<file path="src/rtl/mips_pkg.sv">
// Shared MIPS datapath definitions used by the write-back queue.
//   REG_W / DATA_W : register address and data widths
//   REG_ZERO       : the hard-wired $zero register, never written
//   wb_entry_t     : one queued register file write {reg_addr, data}
package mips_pkg;

    localparam int REG_W   = 5;
    localparam int DATA_W  = 32;
    localparam int ENTRY_W = REG_W + DATA_W;

    localparam logic [REG_W-1:0] REG_ZERO = 5'd0;

    typedef struct packed {
        logic [REG_W-1:0]  reg_addr;
        logic [DATA_W-1:0] data;
    } wb_entry_t;

    // Writes to $zero are dropped at the queue input.
    function automatic logic is_writable(input logic [REG_W-1:0] r);
        return r != REG_ZERO;
    endfunction

endpackage

</file>
<file path="src/rtl/wb_write_queue_if.sv">
// Bus bundle for the write-back queue.
//   producer side : alu_valid/alu_reg/alu_data, ld_valid/ld_reg/ld_data, in_ready
//   decode side   : read_reg1/read_reg2 in, hazard1/hazard2 out
//   regfile side  : write_reg, write_data, RegWrite
//   status        : empty, count
// Handshake: a source's request is taken on a rising clk edge when its
// valid=1 and in_ready=1 in the cycle before that edge. in_ready does not
// depend on either valid. A request presented while in_ready=0 is ignored
// and the producer must keep it asserted until it is taken.
// master = producers/decode/register file, slave = the queue.
interface wb_write_queue_if #(
    parameter int DEPTH = 4,
    parameter int CW    = 3
);
    import mips_pkg::*;

    logic              alu_valid;
    logic [REG_W-1:0]  alu_reg;
    logic [DATA_W-1:0] alu_data;
    logic              ld_valid;
    logic [REG_W-1:0]  ld_reg;
    logic [DATA_W-1:0] ld_data;
    logic              in_ready;
    logic [REG_W-1:0]  read_reg1;
    logic [REG_W-1:0]  read_reg2;
    logic              hazard1;
    logic              hazard2;
    logic [REG_W-1:0]  write_reg;
    logic [DATA_W-1:0] write_data;
    logic              RegWrite;
    logic              empty;
    logic [CW-1:0]     count;

    modport master (
        output alu_valid, alu_reg, alu_data, ld_valid, ld_reg, ld_data,
        output read_reg1, read_reg2,
        input  in_ready, hazard1, hazard2, write_reg, write_data, RegWrite,
        input  empty, count
    );

    modport slave (
        input  alu_valid, alu_reg, alu_data, ld_valid, ld_reg, ld_data,
        input  read_reg1, read_reg2,
        output in_ready, hazard1, hazard2, write_reg, write_data, RegWrite,
        output empty, count
    );

endinterface

</file>
<file path="src/rtl/wb_fifo_mem.sv">
// Storage array for the write-back queue: DEPTH entries of {reg, data}.
//   clk               : rising-edge clock
//   we0/waddr0/wdata0 : write port 0 (older of two same-cycle pushes)
//   we1/waddr1/wdata1 : write port 1 (younger push)
//   raddr/rdata       : asynchronous read of the head entry
//   tags              : register field of every slot, for hazard compare
// The array holds no reset: slot validity is tracked by the pointers and
// count in the parent.
module wb_fifo_mem
    import mips_pkg::*;
#(
    parameter int DEPTH = 4,
    parameter int AW    = 2
) (
    input  logic             clk,
    input  logic             we0,
    input  logic [AW-1:0]    waddr0,
    input  wb_entry_t        wdata0,
    input  logic             we1,
    input  logic [AW-1:0]    waddr1,
    input  wb_entry_t        wdata1,
    input  logic [AW-1:0]    raddr,
    output wb_entry_t        rdata,
    output logic [REG_W-1:0] tags [DEPTH]
);

    wb_entry_t mem [DEPTH];

    // The two write addresses are always distinct (consecutive slots).
    always_ff @(posedge clk) begin
        if (we0) mem[waddr0] <= wdata0;
        if (we1) mem[waddr1] <= wdata1;
    end

    assign rdata = mem[raddr];

    for (genvar g = 0; g < DEPTH; g++) begin : g_tags
        assign tags[g] = mem[g].reg_addr;
    end

endmodule

</file>
<file path="src/rtl/wb_write_queue.sv">
// Write-back queue between the EX/MEM result producers and the register
// file write port. Takes up to one ALU and one load write per cycle,
// buffers them in order, and drains one per cycle through a registered
// output stage (write_reg, write_data, RegWrite). Flags read-port hazards
// while a write to a read register is still pending.
//   clk, rst_n : clock, asynchronous active-low reset
//   bus        : wb_write_queue_if slave modport (see interface file)
module wb_write_queue
    import mips_pkg::*;
#(
    parameter int DEPTH = 4,
    parameter int CW    = 3
) (
    input  logic       clk,
    input  logic       rst_n,
    wb_write_queue_if.slave bus
);

    localparam int PW = CW - 1;

    logic [PW-1:0]     wr_ptr;
    logic [PW-1:0]     rd_ptr;
    logic [CW-1:0]     count_q;

    logic              in_ready;
    logic              alu_push;
    logic              ld_push;
    logic              pop;
    logic [1:0]        n_push;

    wb_entry_t         alu_entry;
    wb_entry_t         ld_entry;
    wb_entry_t         head_entry;

    logic              we0;
    logic              we1;
    logic [PW-1:0]     waddr0;
    logic [PW-1:0]     waddr1;
    wb_entry_t         wdata0;
    wb_entry_t         wdata1;
    logic [REG_W-1:0]  tags [DEPTH];

    logic [REG_W-1:0]  write_reg_q;
    logic [DATA_W-1:0] write_data_q;
    logic              reg_write_q;

    logic              hit1;
    logic              hit2;

    // Two free slots are needed because both sources may push together
    // in a cycle where nothing pops.
    assign in_ready = count_q <= CW'(DEPTH - 2);

    // $zero requests are accepted (they complete the handshake) but never
    // occupy a slot.
    assign alu_push = bus.alu_valid && in_ready && is_writable(bus.alu_reg);
    assign ld_push  = bus.ld_valid  && in_ready && is_writable(bus.ld_reg);
    assign n_push   = {1'b0, alu_push} + {1'b0, ld_push};
    assign pop      = count_q != '0;

    assign alu_entry = '{reg_addr: bus.alu_reg, data: bus.alu_data};
    assign ld_entry  = '{reg_addr: bus.ld_reg,  data: bus.ld_data};

    // ALU goes ahead of load; a lone push of either kind uses port 0.
    always_comb begin
        we0    = alu_push || ld_push;
        waddr0 = wr_ptr;
        wdata0 = alu_push ? alu_entry : ld_entry;
        we1    = alu_push && ld_push;
        waddr1 = wr_ptr + PW'(1);
        wdata1 = ld_entry;
    end

    wb_fifo_mem #(
        .DEPTH (DEPTH),
        .AW    (PW)
    ) u_mem (
        .clk    (clk),
        .we0    (we0),
        .waddr0 (waddr0),
        .wdata0 (wdata0),
        .we1    (we1),
        .waddr1 (waddr1),
        .wdata1 (wdata1),
        .raddr  (rd_ptr),
        .rdata  (head_entry),
        .tags   (tags)
    );

    // Pointers wrap naturally because DEPTH is a power of two.
    always_ff @(posedge clk or negedge rst_n) begin
        if (!rst_n) begin
            wr_ptr  <= '0;
            rd_ptr  <= '0;
            count_q <= '0;
        end else begin
            wr_ptr  <= wr_ptr + PW'(n_push);
            rd_ptr  <= rd_ptr + PW'(pop);
            count_q <= count_q + CW'(n_push) - CW'(pop);
        end
    end

    // Output stage: address/data hold their last value when idle.
    always_ff @(posedge clk or negedge rst_n) begin
        if (!rst_n) begin
            write_reg_q  <= REG_ZERO;
            write_data_q <= '0;
            reg_write_q  <= 1'b0;
        end else begin
            reg_write_q <= pop;
            if (pop) begin
                write_reg_q  <= head_entry.reg_addr;
                write_data_q <= head_entry.data;
            end
        end
    end

    // A slot is live when its distance from the head is below count.
    // The output stage counts too: the register file commits at the end
    // of the RegWrite cycle, so a read in that cycle still sees old data.
    always_comb begin
        hit1 = 1'b0;
        hit2 = 1'b0;
        for (int i = 0; i < DEPTH; i++) begin
            logic [PW-1:0] off;
            off = PW'(i) - rd_ptr;
            if ({1'b0, off} < count_q) begin
                if (tags[i] == bus.read_reg1) hit1 = 1'b1;
                if (tags[i] == bus.read_reg2) hit2 = 1'b1;
            end
        end
        if (reg_write_q && write_reg_q == bus.read_reg1) hit1 = 1'b1;
        if (reg_write_q && write_reg_q == bus.read_reg2) hit2 = 1'b1;
    end

    assign bus.hazard1    = hit1 && (bus.read_reg1 != REG_ZERO);
    assign bus.hazard2    = hit2 && (bus.read_reg2 != REG_ZERO);
    assign bus.in_ready   = in_ready;
    assign bus.write_reg  = write_reg_q;
    assign bus.write_data = write_data_q;
    assign bus.RegWrite   = reg_write_q;
    assign bus.count      = count_q;
    assign bus.empty      = (count_q == '0) && !reg_write_q;

endmodule

</file>
<file path="src/flat_wrapper.sv">
// flat-port wrapper written by rule: the top's interface ports become plain ports
module wb_write_queue_flat import mips_pkg::*;
#(
    parameter int DEPTH = 4,
    parameter int CW    = 3
)
  (clk, rst_n, bus_alu_valid, bus_alu_reg, bus_alu_data, bus_ld_valid, bus_ld_reg, bus_ld_data, bus_read_reg1, bus_read_reg2, bus_in_ready, bus_hazard1, bus_hazard2, bus_write_reg, bus_write_data, bus_RegWrite, bus_empty, bus_count);
  wb_write_queue_if #(.DEPTH(DEPTH), .CW(CW)) bus_i ();
  input  logic clk;
  input  logic rst_n;
  input wire logic [$bits(bus_i.alu_valid)-1:0] bus_alu_valid;
  input wire logic [$bits(bus_i.alu_reg)-1:0] bus_alu_reg;
  input wire logic [$bits(bus_i.alu_data)-1:0] bus_alu_data;
  input wire logic [$bits(bus_i.ld_valid)-1:0] bus_ld_valid;
  input wire logic [$bits(bus_i.ld_reg)-1:0] bus_ld_reg;
  input wire logic [$bits(bus_i.ld_data)-1:0] bus_ld_data;
  input wire logic [$bits(bus_i.read_reg1)-1:0] bus_read_reg1;
  input wire logic [$bits(bus_i.read_reg2)-1:0] bus_read_reg2;
  output wire logic [$bits(bus_i.in_ready)-1:0] bus_in_ready;
  output wire logic [$bits(bus_i.hazard1)-1:0] bus_hazard1;
  output wire logic [$bits(bus_i.hazard2)-1:0] bus_hazard2;
  output wire logic [$bits(bus_i.write_reg)-1:0] bus_write_reg;
  output wire logic [$bits(bus_i.write_data)-1:0] bus_write_data;
  output wire logic [$bits(bus_i.RegWrite)-1:0] bus_RegWrite;
  output wire logic [$bits(bus_i.empty)-1:0] bus_empty;
  output wire logic [$bits(bus_i.count)-1:0] bus_count;
  assign bus_i.alu_valid = bus_alu_valid;
  assign bus_i.alu_reg = bus_alu_reg;
  assign bus_i.alu_data = bus_alu_data;
  assign bus_i.ld_valid = bus_ld_valid;
  assign bus_i.ld_reg = bus_ld_reg;
  assign bus_i.ld_data = bus_ld_data;
  assign bus_i.read_reg1 = bus_read_reg1;
  assign bus_i.read_reg2 = bus_read_reg2;
  assign bus_in_ready = bus_i.in_ready;
  assign bus_hazard1 = bus_i.hazard1;
  assign bus_hazard2 = bus_i.hazard2;
  assign bus_write_reg = bus_i.write_reg;
  assign bus_write_data = bus_i.write_data;
  assign bus_RegWrite = bus_i.RegWrite;
  assign bus_empty = bus_i.empty;
  assign bus_count = bus_i.count;
  wb_write_queue #(.DEPTH(DEPTH), .CW(CW)) u_core (.clk(clk), .rst_n(rst_n), .bus(bus_i));
endmodule
</file>
<file path="config.mk">
export PLATFORM = sky130hd
export DESIGN_NAME = wb_write_queue_flat
export DESIGN_NICKNAME = d
export VERILOG_FILES = /design/src/rtl/mips_pkg.sv /design/src/rtl/wb_write_queue_if.sv /design/src/rtl/wb_fifo_mem.sv /design/src/rtl/wb_write_queue.sv /design/src/flat_wrapper.sv
export SDC_FILE = /design/constraint.sdc
export NUM_CORES = 1
export LEC_CHECK = 0
export BUFFER_PORTS_ARGS = -buffer_cell sky130_fd_sc_hd__clkbuf_2
export CAP_MARGIN = 15
export CORE_UTILIZATION = 44
export CTS_BUF_LIST = sky130_fd_sc_hd__clkbuf_16
export CTS_CLUSTER_SIZE = 28
export DETAILED_ROUTE_END_ITERATION = 10
export PLACE_DENSITY_LB_ADDON = 0.1
export SYNTH_ARGS = -nofsm -noshare
export SYNTH_HDL_FRONTEND = slang
export SYNTH_SLANG_ARGS = --single-unit
</file>
<file path="constraint.sdc">
create_clock -name clk -period 4.7 [get_ports clk]
set_input_delay 1.41 -clock clk [delete_from_list [all_inputs] [get_ports clk]]
set_output_delay 1.41 -clock clk [all_outputs]
set_load 0.01 [all_outputs]
</file>
==> impl_metrics.py, run 1 <==
metrics = {
    "critical_path": {
        "cp-start-kind": "primary input",
        "worstPathArrival_ns": 2.77,
        "crit_required_ns": 3.29,
        "end_kind": "primary output",
        "crit_type": "primary input to primary output",
        "cp_max_fo": 6,
    },
    "finish": {
        "largest_register_ffs": 148,
        "drive_above_1_share_pct": 51.5,
        "num-nets-final": 821,
        "syn_to_final_growth_pct": 14.9,
        "stdcell_count": 1015,
        "final_util_pct": 52.0,
    },
    "placed_design": {
        "io_buffers": 132,
        "post-dp-hpwl_um": 14600,
        "placed_cells": 982,
        "gp_congestion": 0.830,
        "place_ws_ns": 0.336,
    },
    "yosys": {
        "ys_warn_count": 0,
        "synthFlopType": "edfxtp_1",
        "avgSynthCellArea_um2": 16.7,
        "syn_area_um2": 9980,
        "synth-seq-cells": 193,
        "synth_top_area_share_pct": 44.5,
        "synth_area_leader_cell": "edfxtp_1",
        "synth_most_common_cell": "edfxtp_1",
        "yosysUniqueCellTypes": 43,
        "syn-num-nets": 697,
        "synth_edf_count": 148,
        "yosys-top-cells-area": "edfxtp_1 (45%), mux2_2 (14%), dfrtp_1 (11%)",
        "yosysSeqAreaShare_pct": 55.8,
        "postSynth.asyncResetShare_pct": 23.3,
        "synth_common_cells": "edfxtp_1 (148), mux2_2 (125), dfrtp_1 (45), mux4_2 (37), xor2_1 (31)",
        "netlist_instances": 597,
    },
    "route": {
        "drc": 7,
        "drt_iter0_markers": 287,
        "ant_nets": 0,
        "drt_pass1_iterations": 8,
        "avgRoutedWirePerCell_um": 23.1,
        "wl_um": 23400,
        "vias": 5580,
        "viasPerCell": 5.50,
    },
    "timing": {
        "fmaxAchievable_mhz": 239,
        "setup_viol": 0,
        "finClkSkew_ns": 0.0149,
        "relSlewSlack_pct": 28.3,
        "fin_tns_setup_ns": 0,
        "finalWorstSetupSlack_ns": 0.523,
        "slew_viol_final": 0,
        "rsz0062_at_grt": "false",
        "hold_viol_final": 0,
        "worstMarginPinSlew_ns": 1.07,
        "post-route-period-util_pct": 88.9,
        "fin_crit_ns": 4.18,
    },
    "floorplanning": {
        "dieArea_um2": 23300,
        "die_x_um": 153,
        "die_h_um": 153,
        "initial_core_util_pct": 45.3,
        "num_io_pins": 133,
        "core-area_um2": 22000,
        "std_cell_rows": 54,
    },
    "clock_tree": {
        "root_buffer": "clkbuf_16",
        "clkLatencyLatePin_ns": 0.43,
        "cts_buffers": 17,
        "htreeDepth": 4,
        "cts_tree": "done",
        "cts.sinks": 193,
        "postCtsSetupBuffers": 0,
        "cts_hold_buf": 0,
        "clockBufferDepth": 2,
        "cts_resized": 0,
        "clk_transition_reported_paths_ns": 0.07,
    },
    "run_status": {
        "violations": "design-rule violations",
        "status": "finished with violations",
    },
    "global_route": {
        "overflow": 0,
        "grt.total_usage_pct": 21.3,
        "grt_pass1_wl_um": 36500,
        "grt_pass1_vias": 6130,
        "grt_max_degree": 42,
        "antenna_found_initial": 3,
    },
    "power_and_ir_drop": {
        "power_mw": 7.32,
        "p_sw_mw": 2.46,
        "max-vdd-ir-drop_uv": 290,
        "pwr-share-clk_pct": 20.6,
        "p_int_mw": 4.87,
        "power.density_nw_per_um2": 639,
        "p_leak_nw": 4.39,
        "p_sw_share_pct": 33.5,
        "pwr-share-comb_pct": 39.2,
        "sequentialPowerShare_pct": 40.2,
    },
    "job": {
        "cap_violations": 0,
    },
    "worst_hold_path": {
        "hp-class": "flip-flop to flip-flop",
    },
}
==> worst max-delay path, stage by stage <==
cell      delay (ns)
clkbuf_2        0.22
xnor2_1         0.15
nand3_1         0.11
or4_1           0.52
nand4_1         0.08
o22a_1          0.14
clkbuf_2        0.13
==> layout make-up <==
type / instances / area, um2
multi-input combinational: 352 / 4110
tap: 280 / 350
antenna: 1 / 2.50
inverter: 12 / 45.0
clock buffer: 17 / 425
timing repair buffer: 145 / 771
sequential: 193 / 5580
clock inverter: 15 / 181
fill: 1843 / 10600
==> cells in the final DEF, fill, tap and decap left out, drive strengths merged, types with 2 or more instances in the layout <==
cell,count
mux2,185
clkbuf,149
edfxtp,148
dfrtp,45
mux4,37
xor2,31
xnor2,25
inv,16
buf,13
ha,11
nand3,7
nor4,6
or4,5
nor3,5
nor2,5
nand2,5
clkinv,5
a21oi,4
nand2b,4
clkinvlp,3
bufinv,3
o21ai,3
o211ai,2
o22ai,2
nand4,2
==> per-stage QoR <==
step / area [um2] / hold slack (ns)
final: 11500 / 0.507
after global routing: 11500 / 0.522
after CTS: 11500 / 0.511
after detailed placement: 10900 / 0.494
after global placement: 10900 / 0.489
after floorplan: 9990 / 0.477
==> per-layer routing <==
layer	global-route usage [%]	part of all wire [%]
met2	37.4	53
met1	26.5	42
met4	5.53	1.2
met3	4.66	4.5
met5	0	0.10
==> kinds of logic (layout without fill, tap and decap cells) <==
| family | count (synthesis) | count (layout) | synth area share, % |
|---|---|---|---|
| other | 0 | 1 | 0 |
| multiplexers | 222 | 222 | 30.4 |
| flip-flops | 193 | 193 | 55.8 |
| adder cells (fa/ha/maj) | 12 | 12 | 1.58 |
| XOR/XNOR | 56 | 56 | 4.92 |
| buffers and inverters | 52 | 189 | 3.35 |
| AND/OR/NAND/NOR | 46 | 46 | 2.80 |
| AO/OA/AOI/OAI | 16 | 16 | 1.18 |
==> power by group through the flow <==
stage,registers [mW],logic (mW),clock network [mW]
after global routing,3.01,3.12,1.60
after CTS,2.95,2.95,1.55
after global placement,2.96,2.89,0
after floorplan,2.93,2.08,0
after detailed placement,2.98,2.94,0
final,2.94,2.87,1.51
==> final timing paths <==
kind | start | to | slack (ns) | depth (start not counted)
min | u_core.bus.write_data[25]$_DFFE_PN0N_ | u_core.bus.write_data[25]$_DFFE_PN0N_ | 0.51 | 1
max in group asynchronous | rst_n | u_core.rd_ptr[0]$_DFF_PN0_ | 3.37 | 2
max reg2reg | u_core.bus.count[2]$_DFF_PN0_ | u_core.u_mem.mem[1][36]$_DFFE_PP_ | 1.04 | 7
min reg2reg | u_core.bus.write_data[25]$_DFFE_PN0N_ | u_core.bus.write_data[25]$_DFFE_PN0N_ | 0.51 | 1
min in group asynchronous | rst_n | u_core.bus.count[1]$_DFF_PN0_ | 0.98 | 2
max | bus_read_reg2[0] | bus_hazard2 | 0.52 | 7
(Power assumes the default switching activity.)
==> run 2, diff against run 1 <==
--- a/config.mk
+++ b/config.mk
@@ -5,9 +5,10 @@
 export SDC_FILE = /design/constraint.sdc
 export NUM_CORES = 1
 export LEC_CHECK = 0
+export ABC_CLOCK_PERIOD_IN_PS = 4700
 export BUFFER_PORTS_ARGS = -buffer_cell sky130_fd_sc_hd__clkbuf_2
 export CAP_MARGIN = 15
-export CORE_UTILIZATION = 44
+export CORE_UTILIZATION = 40
 export CTS_BUF_LIST = sky130_fd_sc_hd__clkbuf_16
 export CTS_CLUSTER_SIZE = 28
 export DETAILED_ROUTE_END_ITERATION = 10
==> run 2 against run 1 <==
Worst hold slack improved by 0.00077 ns. First-iteration DRC count decreased by 6.3%. Register-to-register slack improved by 0.29 ns. Final cell count increased by 4.3%. Sequential power about the same. Largest power group unchanged. Non-clock buffer count increased by 1. The flow now finishes without violations. Utilization decreased by 4.8 points.
==> impl_metrics.py, run 2 (synthesized netlist as in run 1, its figures left out) <==
metrics = {
    "route": {
        "wl_um": 24300,
        "vias": 5669,
        "drc": 0,
        "drt_iter0_markers": 269,
        "ant_nets": 0,
        "avgRoutedWirePerCell_um": 23.0,
        "drt_pass1_iterations": 4,
        "viasPerCell": 5.35,
    },
    "timing": {
        "rsz0062_at_grt": "false",
        "worstMarginPinSlew_ns": 0.708,
        "setup_viol": 0,
        "relSlewSlack_pct": 52.8,
        "fin_tns_setup_ns": 0,
        "fmaxAchievable_mhz": 240,
        "holdWs_ns": 0.507,
        "finClkSkew_ns": 0.0175,
        "post-route-period-util_pct": 88.5,
        "fin_crit_ns": 4.16,
        "hold_viol_final": 0,
        "slew_viol_final": 0,
    },
    "placed_design": {
        "io_buffers": 132,
        "gp_congestion": 0.885,
        "placed_cells": 1027,
        "post-dp-hpwl_um": 15600,
        "placed_cell_area_um2": 10900,
    },
    "critical_path": {
        "path_delay_family": "flip-flops",
        "rrSetupSlack_ns": 1.33,
        "r2r_end": "u_core.u_mem.mem[1][4]$_DFFE_PP_",
        "crit_buf_inv": 2,
        "cp_max_fo": 26,
        "critPathMaxStageDelay_ns": 0.67,
        "crit_type": "flip-flop to primary output",
        "path_cells": "buf_4 -> ha_1 -> o21bai_1 -> and4_1 -> nor4_1 -> a21oi_1 -> clkbuf_2",
        "reg2reg_from": "u_core.bus.count[2]$_DFF_PN0_",
        "r2r_cells": 8,
        "slowest_stage": "dfrtp_2",
        "cp-start-kind": "flip-flop",
        "end_kind": "primary output",
        "worstPathArrival_ns": 2.75,
        "crit_start": "u_core.rd_ptr[1]$_DFF_PN0_",
        "crit_required_ns": 3.29,
        "worstSetupPathDepth": 7,
        "crit_path_end": "bus_hazard1",
    },
    "clock_tree": {
        "cts.sinks": 193,
        "cts_resized": 0,
        "clockBufferDepth": 2,
        "postCtsSetupBuffers": 0,
        "clkLatencyLatePin_ns": 0.43,
        "cts_buffers": 17,
        "clk_transition_reported_paths_ns": 0.08,
        "root_buffer": "clkbuf_16",
        "cts_tree": "done",
        "cts_hold_buf": 0,
        "htreeDepth": 4,
    },
    "floorplanning": {
        "core-area_um2": 24400,
        "num_io_pins": 133,
        "die_h_um": 160,
        "dieArea_um2": 25600,
        "initial_core_util_pct": 40.9,
        "std_cell_rows": 57,
        "die_x_um": 160,
    },
    "power_and_ir_drop": {
        "max-vdd-ir-drop_uv": 261,
        "power_mw": 7.29,
        "power.density_nw_per_um2": 634,
        "p_leak_nw": 4.39,
    },
    "finish": {
        "diodes": 0,
        "syn_to_final_growth_pct": 15.4,
        "final_common_cell": "edfxtp_1",
        "final_cell_mix": "edfxtp_1 (148), clkbuf_2 (132), mux2_2 (125)",
        "largest_register_ffs": 148,
        "stdcell_area_um2": 11500,
        "stdcell_count": 1059,
        "drive_above_1_share_pct": 51.6,
        "num-nets-final": 822,
    },
    "worst_hold_path": {
        "hp-class": "flip-flop to flip-flop",
        "min_path_cells": 1,
    },
    "global_route": {
        "grt_pass1_vias": 6224,
        "grt_max_degree": 34,
        "antenna_found_initial": 2,
        "grt.total_usage_pct": 19.8,
        "overflow": 0,
        "grt_pass1_wl_um": 37300,
    },
    "job": {
        "cap_violations": 0,
    },
    "run_status": {
        "status": "finished clean",
    },
}
[run 2: layer usage]
layer | track usage [%] | wire [um]
met5 | 0 | 26
met4 | 5.19 | 280
met3 | 4.60 | 1400
met2 | 34.0 | 12100
met1 | 25.0 | 10500
[run 2: area by class of cell]
type                            count  area, um2
Sequential cell                   193       5580
Clock buffer                       17        425
Multi-Input combinational cell    352       4120
Timing Repair Buffer              146        791
Fill cell                        2192      12900
Inverter                           12       45.0
Clock inverter                     15        154
Tap cell                          324        405
[run 2: report_power, final]
group	total (mW)	leakage, nW	internal [mW]	switching [mW]
combinational	2.88	2.23	1.43	1.45
sequential	2.97	1.88	2.60	0.375
clock	1.44	0.277	0.749	0.691
total	7.29	4.39	4.78	2.52
[run 2: how the worst min path moves through the flow]
stage / start / to / slack, ns
finish: u_core.bus.write_data[2]$_DFFE_PN0N_ / u_core.bus.write_data[2]$_DFFE_PN0N_ / 0.51
global route: u_core.bus.write_data[31]$_DFFE_PN0N_ / u_core.bus.write_data[31]$_DFFE_PN0N_ / 0.52
CTS: u_core.bus.write_data[8]$_DFFE_PN0N_ / u_core.bus.write_data[8]$_DFFE_PN0N_ / 0.51
detailed placement: u_core.bus.write_data[0]$_DFFE_PN0N_ / u_core.bus.write_data[0]$_DFFE_PN0N_ / 0.50
global placement: u_core.bus.write_data[8]$_DFFE_PN0N_ / u_core.bus.write_data[8]$_DFFE_PN0N_ / 0.49
floorplan: u_core.waddr0[0]$_DFF_PN0_ / u_core.waddr0[0]$_DFF_PN0_ / 0.48
[run 2: worst reg2reg max path, delay by kind of cell (launching register included)]
kind | cells | cell delay [ns]
AO/OA/AOI/OAI | 2 | 0.83
adder cells (fa/ha/maj) | 1 | 0.35
buffers and inverters | 2 | 0.38
flip-flops | 1 | 0.51
multiplexers | 1 | 0.37
AND/OR/NAND/NOR | 2 | 0.67
[run 2: stage by stage]
step	setup WS (ns)	utilization (%)
4_1_cts	0.505	47.2
3_3_place_gp	0.510	44.8
3_5_place_dp	0.471	44.8
2_1_floorplan	0.515	-
6_report	0.540	47.2
5_1_grt	0.403	47.2
==> run 3, diff against run 2 <==
--- a/config.mk
+++ b/config.mk
@@ -5,7 +5,7 @@
 export SDC_FILE = /design/constraint.sdc
 export NUM_CORES = 1
 export LEC_CHECK = 0
-export ABC_CLOCK_PERIOD_IN_PS = 4700
+export ABC_CLOCK_PERIOD_IN_PS = 3400
 export BUFFER_PORTS_ARGS = -buffer_cell sky130_fd_sc_hd__clkbuf_2
 export CAP_MARGIN = 15
 export CORE_UTILIZATION = 40
==> constraint.sdc (replaced) <==
create_clock -name clk -period 3.4 [get_ports clk]
set_input_delay 1.02 -clock clk [delete_from_list [all_inputs] [get_ports clk]]
set_output_delay 1.02 -clock clk [all_outputs]
set_load 0.01 [all_outputs]
==> run 3 against run 2 <==
The run now ends with negative setup slack left. Die area stayed put. Sequential cell count stayed put. Combinational power is 49% higher. Register-to-register slack worse by 0.83 ns. Sequential power is 35% higher. Clock skew is 0.0065 ns lower. Worst hold slack hardly changed. Via count is 1.0% higher. Clock-buffer cell count stayed put. Non-clock buffer count is 23 higher. Global-route usage is 0.30 points lower. Largest cell class unchanged. Highest routed layer is now met4.
==> impl_metrics.py, run 3 (synthesized netlist as in run 1, its figures left out) <==
metrics = {
    "critical_path": {
        "reg2reg_from": "u_core.bus.count[2]$_DFF_PN0_",
        "worstPathArrival_ns": 2.55,
        "cp_max_fo": 2,
        "crit_path_end": "bus_hazard2",
        "r2r_end": "u_core.u_mem.mem[1][35]$_DFFE_PP_",
        "rrSetupSlack_ns": 0.50,
        "end_kind": "primary output",
        "r2r_cells": 9,
        "crit_required_ns": 2.38,
        "cp-start-kind": "flip-flop",
        "crit_type": "flip-flop to primary output",
        "crit_start": "u_core.rd_ptr[0]$_DFF_PN0_",
    },
    "placed_design": {
        "place_ws_ns": -0.0195,
        "placed_cells": 1049,
        "io_buffers": 132,
        "gp_congestion": 0.886,
        "post-dp-hpwl_um": 16100,
    },
    "run_status": {
        "status": "finished with violations",
        "violations": "negative setup slack",
    },
    "timing": {
        "rsz0062_at_grt": "true",
        "relSlewSlack_pct": 66.3,
        "post-route-period-util_pct": 105,
        "slew_viol_final": 0,
        "setup_viol": 2,
        "worstMarginPinSlew_ns": 0.506,
        "fin_crit_ns": 3.57,
        "fmaxAchievable_mhz": 280,
        "hold_viol_final": 0,
        "finalWorstSetupSlack_ns": -0.169,
        "finClkSkew_ns": 0.0110,
    },
    "route": {
        "drt_pass1_iterations": 4,
        "wl_um": 23800,
        "drt_iter0_markers": 279,
        "ant_nets": 0,
        "vias": 5728,
        "avgRoutedWirePerCell_um": 22.0,
        "viasPerCell": 5.30,
        "drc": 0,
    },
    "floorplanning": {
        "die_h_um": 160,
        "core-area_um2": 24400,
        "initial_core_util_pct": 40.9,
        "die_x_um": 160,
        "num_io_pins": 133,
        "dieArea_um2": 25600,
        "std_cell_rows": 57,
    },
    "global_route": {
        "antenna_found_initial": 0,
        "grt_pass1_vias": 6308,
        "grt.total_usage_pct": 19.5,
        "grt_max_degree": 34,
        "grt_pass1_wl_um": 36900,
        "overflow": 0,
    },
    "finish": {
        "final_common_cell": "edfxtp_1",
        "drive_above_1_share_pct": 53.5,
        "largest_register_ffs": 148,
        "diodes": 0,
        "stdcell_count": 1081,
        "num-nets-final": 845,
        "final_cell_mix": "edfxtp_1 (148), clkbuf_2 (130), mux2_2 (125)",
        "syn_to_final_growth_pct": 18.1,
    },
    "clock_tree": {
        "cts.sinks": 193,
        "root_buffer": "clkbuf_16",
        "cts_tree": "done",
        "clk_transition_reported_paths_ns": 0.08,
        "clkLatencyLatePin_ns": 0.43,
        "htreeDepth": 4,
        "clockBufferDepth": 2,
        "cts_buffers": 17,
    },
    "worst_hold_path": {
        "hp-class": "flip-flop to flip-flop",
        "min_path_cells": 1,
    },
    "power_and_ir_drop": {
        "max-vdd-ir-drop_uv": 406,
        "p_leak_nw": 4.53,
        "power_mw": 10.2,
        "power.density_nw_per_um2": 866,
    },
    "job": {
        "cap_violations": 0,
    },
}
[run 3: cell count changes in the layout (fill, tap and decap cells not counted), moves of 2 or more]
| cell | delta |
|---|---|
| clkbuf_2 | -2 |
| buf_4 | +14 |
| buf_12 | +9 |
| inv_6 | +2 |
| buf_2 | +2 |
[run 3: routing by layer]
| metal | up-vias | wire length (um) | track usage [%] |
|---|---|---|---|
| li1 | 2593 | - | - |
| met1 | 3003 | 10500 | 25.0 |
| met2 | 123 | 12000 | 33.4 |
| met3 | 9 | 1080 | 4.29 |
| met4 | 0 | 150 | 4.63 |
| met5 | - | 0 | 0 |
[run 3: through the flow]
stage	setup TNS [ns]	cell area [um2]	hold slack (ns)	util, %
global route	-0.458	11800	0.528	48.3
detailed placement	-0.0737	11200	0.495	46.0
finish	-0.193	11800	0.508	48.3
CTS	-0.274	11800	0.511	48.3
global placement	-0.0310	11200	0.490	46.0
floorplan	0	10000	0.477	-
[run 3: power by group]
part	leakage, nW	switching, mW	total [mW]	internal, mW
Clock	0.265	0.941	1.90	0.957
Combinational	2.39	2.13	4.30	2.18
Sequential	1.88	0.422	4.01	3.59
[run 3: worst min-delay path by stage]
stage                                               start                                    end  slack, ns
finish              u_core.bus.write_data[23]$_DFFE_PN0N_  u_core.bus.write_data[23]$_DFFE_PN0N_       0.51
CTS                  u_core.bus.write_data[6]$_DFFE_PN0N_   u_core.bus.write_data[6]$_DFFE_PN0N_       0.51
global route        u_core.bus.write_data[17]$_DFFE_PN0N_  u_core.bus.write_data[17]$_DFFE_PN0N_       0.53
floorplan                      u_core.waddr0[0]$_DFF_PN0_             u_core.waddr0[0]$_DFF_PN0_       0.48
detailed placement   u_core.bus.write_data[6]$_DFFE_PN0N_   u_core.bus.write_data[6]$_DFFE_PN0N_       0.50
global placement    u_core.bus.write_data[24]$_DFFE_PN0N_  u_core.bus.write_data[24]$_DFFE_PN0N_       0.49
[run 3: layout make-up]
cell class | instances | area, um2
Inverter | 12 | 45.0
Clock buffer | 17 | 425
Multi-Input combinational cell | 352 | 4140
Clock inverter | 14 | 124
Fill cell | 2187 | 12600
Sequential cell | 193 | 5580
Tap cell | 324 | 405
Timing Repair Buffer | 169 | 1080
[run 3: what timing repair did]
action / in CTS / in global routing
endpoints found under the setup margin: 2 / 2
gates resized for setup: 2 / 2
hold buffers: 0 / 0
pin swaps: 1 / 0
setup buffers: 1 / 0
gates cloned: 0 / 0
[run 3: critical path, stage by stage (launching register included)]
cell and delay (ns):
dfrtp_4 0.50, xor2_2 0.19, ha_1 0.29, nand2b_1 0.11, o22ai_2 0.11, or4_1 0.53
nand4_1 0.09, o22a_1 0.16, buf_2 0.14
